===== config.mk =====
export PLATFORM = sky130hd
export DESIGN_NAME = deser_shift
export DESIGN_NICKNAME = d
export VERILOG_FILES = /design/src/rtl/deser_shift.sv
export SDC_FILE = /design/constraint.sdc
export NUM_CORES = 1
export LEC_CHECK = 0
export CORE_AREA = 2 2 39 41
export CTS_CLUSTER_SIZE = 14
export DETAILED_ROUTE_END_ITERATION = 10
export DIE_AREA = 0 0 41 43
export MAX_ROUTING_LAYER = met4
export PLACE_DENSITY_LB_ADDON = 0.1
export SLEW_MARGIN = 20
export SYNTH_ARGS = -nofsm -noshare
export SYNTH_HDL_FRONTEND = slang
export SYNTH_SLANG_ARGS = --single-unit

===== constraint.sdc =====
create_clock -name t_clk -period 1.4 [get_ports t_clk]
set_clock_uncertainty 0.05 [all_clocks]
set_input_delay 0.35 -clock t_clk [delete_from_list [all_inputs] [get_ports t_clk]]
set_output_delay 0.35 -clock t_clk [all_outputs]
set_load 0.005 [all_outputs]

===== src/rtl/deser_shift.sv =====
// Serial history register: o_win is the eight most recent bits, MSB oldest,
// with the bit currently on i_data in the LSB.
module deser_shift (
  input  logic       t_clk,
  input  logic       i_rst,
  input  logic       i_data,
  output logic [7:0] o_win
);

  // The live bit completes the window, so only seven bits of history are stored.
  logic [6:0] r_sr;

  assign o_win = {r_sr, i_data};

  // NOTE: sequential state uses non-blocking assignments so every flop samples
  // pre-edge values, independent of the order of statements.
  always_ff @(posedge t_clk) begin
    if (i_rst) r_sr <= '0;
    else       r_sr <= o_win[6:0];
  end

endmodule


==> results of run 1 <==
power by group:
group	internal, mW	switching (mW)
registers	0.204	0.00189
logic	0.0123	0.00664
clock network	0.109	0.0706
worst max path at each step:
stage | cells past startpoint | end | from
6_report | 2 | o_win[0] | i_data
5_1_grt | 2 | o_win[0] | i_data
4_1_cts | 2 | o_win[0] | i_data
3_5_place_dp | 2 | o_win[0] | i_data
3_3_place_gp | 2 | o_win[0] | i_data
2_1_floorplan | 1 | o_win[0] | i_data
stage by stage:
step | setup TNS (ns) | instance area, sq um | setup slack (ns)
after floorplan | 0 | 191 | 0.539
after global placement | -0.319 | 304 | -0.319
after detailed placement | -0.315 | 304 | -0.315
after CTS | 0 | 317 | 0.0714
after global routing | 0 | 317 | 0.0619
final | 0 | 317 | 0.0762
cell type report:
type                            instances  area (sq um)
Clock buffer                            4          26.3
Sequential cell                         7           140
Tap cell                               16          20.0
Fill cell                             155          1070
Timing Repair Buffer                   10          86.3
Multi-Input combinational cell          7          43.8
what timing repair did:
action / CTS / global route
endpoints found under the setup margin: 8 / 0
hold buffers: 0 / 0
resized for setup: 11 / 0
setup buffers: 0 / 0
synthesized netlist by cell type:
cell	instances
buf_4	1
nor2b_1	7
dfxtp_1	7
routing by layer:
metal,vias to the layer above,global-route usage
met5,-,-
met3,0,0.0628
met4,0,0.0400
met2,10,0.0500
met1,57,0.0615
li1,73,-
cells by family (layout without fill, tap and decap cells):
| logic type | count (synthesis) | after routing | synth area share |
|---|---|---|---|
| buffers and inverters | 1 | 14 | 0.0392 |
| AND/OR/NAND/NOR | 7 | 7 | 0.229 |
| flip-flops | 7 | 7 | 0.732 |
==> reports/results.ini, run 1 <==
[layout]
reg_top3=r_sr (7)
largest_register=r_sr
antenna_cells=0
final_util=0.229
most-common-layout-cells=nor2b_1 (7), dlygate4sd2_1 (7), dfxtp_1 (7), clkbuf_4 (3), clkdlybuf4s50_1 (2)
drive_above_1_share=0.143
nNetsFinal=32
largest_reg_flops=7
fin_cells=44
syn2layout_area_growth_pct=65.4

[route]
wl_met2_microns=131
vias_per_cell=3.18
top_layer=met3
drc_errors=0
avgRoutedWirePerCell_microns=7.66
vias=140
first_pass_iters=2
drtIter0Drc=2
ant_nets=0
met3_length_microns=51
drt-total-wl_microns=337
wirelength_met1_microns=154

[critical_path]
critPathCaptureType=output port
critPathLaunchType=input port
r2r_cells=1
rr_endpoint=r_sr[1]
critPathArrivalTime_ns=0.92
cp_slowest_stage_delay_ns=0.46
worstReg2RegStart=r_sr[0]
cp_cell_sequence=clkdlybuf4s50_1, buf_2
crit_family=buffers and inverters
path_buf_inv=2
critPathRequiredTime_ns=1.00
path_class=in2out
worstPathMaxFanout=2
reg2reg_slack_ns=0.80
slowest_stage=clkdlybuf4s50_1

[placed_design]
gp_congestion=0.541
port_buffers=10
dp.cells=40

[sta]
setup_violations=0
rsz0062_at_grt=false
drv_slew=0
fin_crit_ns=1.32
holdWs_ns=0.407
fin_crit_sh=0.946
relSlewSlack=0.838
finalHoldViolations=0
fmax_mhz=755
tightest_slew_ns=0.242

[flow_run]
cap_violations=0

[power]
p_leak_nw=0.154
p_total_mw=0.404
max-vdd-ir-drop_mv=0.436
power.density_nw_per_um2=1280

[global_routing]
grt_max_degree=8
antenna_found_initial=0
grt_pass1_vias=123
grt.total_usage=0.0546
grt_pass1_wl_microns=524
overflow=0

[floorplan]
ios=11
dieWidth_microns=41
die_area_sq_um=1760
start_util=0.138
die_h_microns=43
rows=14
core_sq_um=1380

[synth]
synthTopCellsByArea=dfxtp_1 (73%), nor2b_1 (23%), buf_4 (3.9%)
syn-cell-area_sq_um=191
ys_seq_elements=7
yosysSeqAreaShare=0.732
synth.distinct_cells=3
syn_nets=18
synth_top_area_cell=dfxtp_1
synth_top_area_frac=0.732
yosys_warnings=0
syn-mean-instance-area_sq_um=12.8
syn_inst=15

[clock_tree]
clock_latency_ns=0.25
cts_tree=done
cts_buffer_depth=2
clockRootBuffer=clkbuf_4
htreeDepth=1
clkTransAtPathRegs_ns=0.05
cts_num_sinks=7
cts_made_buffers=3

[worst_hold_path]
hold_end=r_sr[3]
min_path_cells=1
hold_path.startpoint=r_sr[2]
hold_path.class=reg2reg

[status]
outcome=complete, no violations

Note: power is estimated with default switching activity, not from simulation.
==> run 2, diff against run 1 <==
Settings changed: CTS_CLUSTER_DIAMETER from default to 30.
==> results of run 2 <==
Final layout, timing and power as in run 1 (identical DEF).
==> run 3, diff against run 2 <==
Settings changed: GPL_ROUTABILITY_DRIVEN from default to 0.
==> results of run 3 <==
Final layout, timing and power as in run 1 (identical DEF).
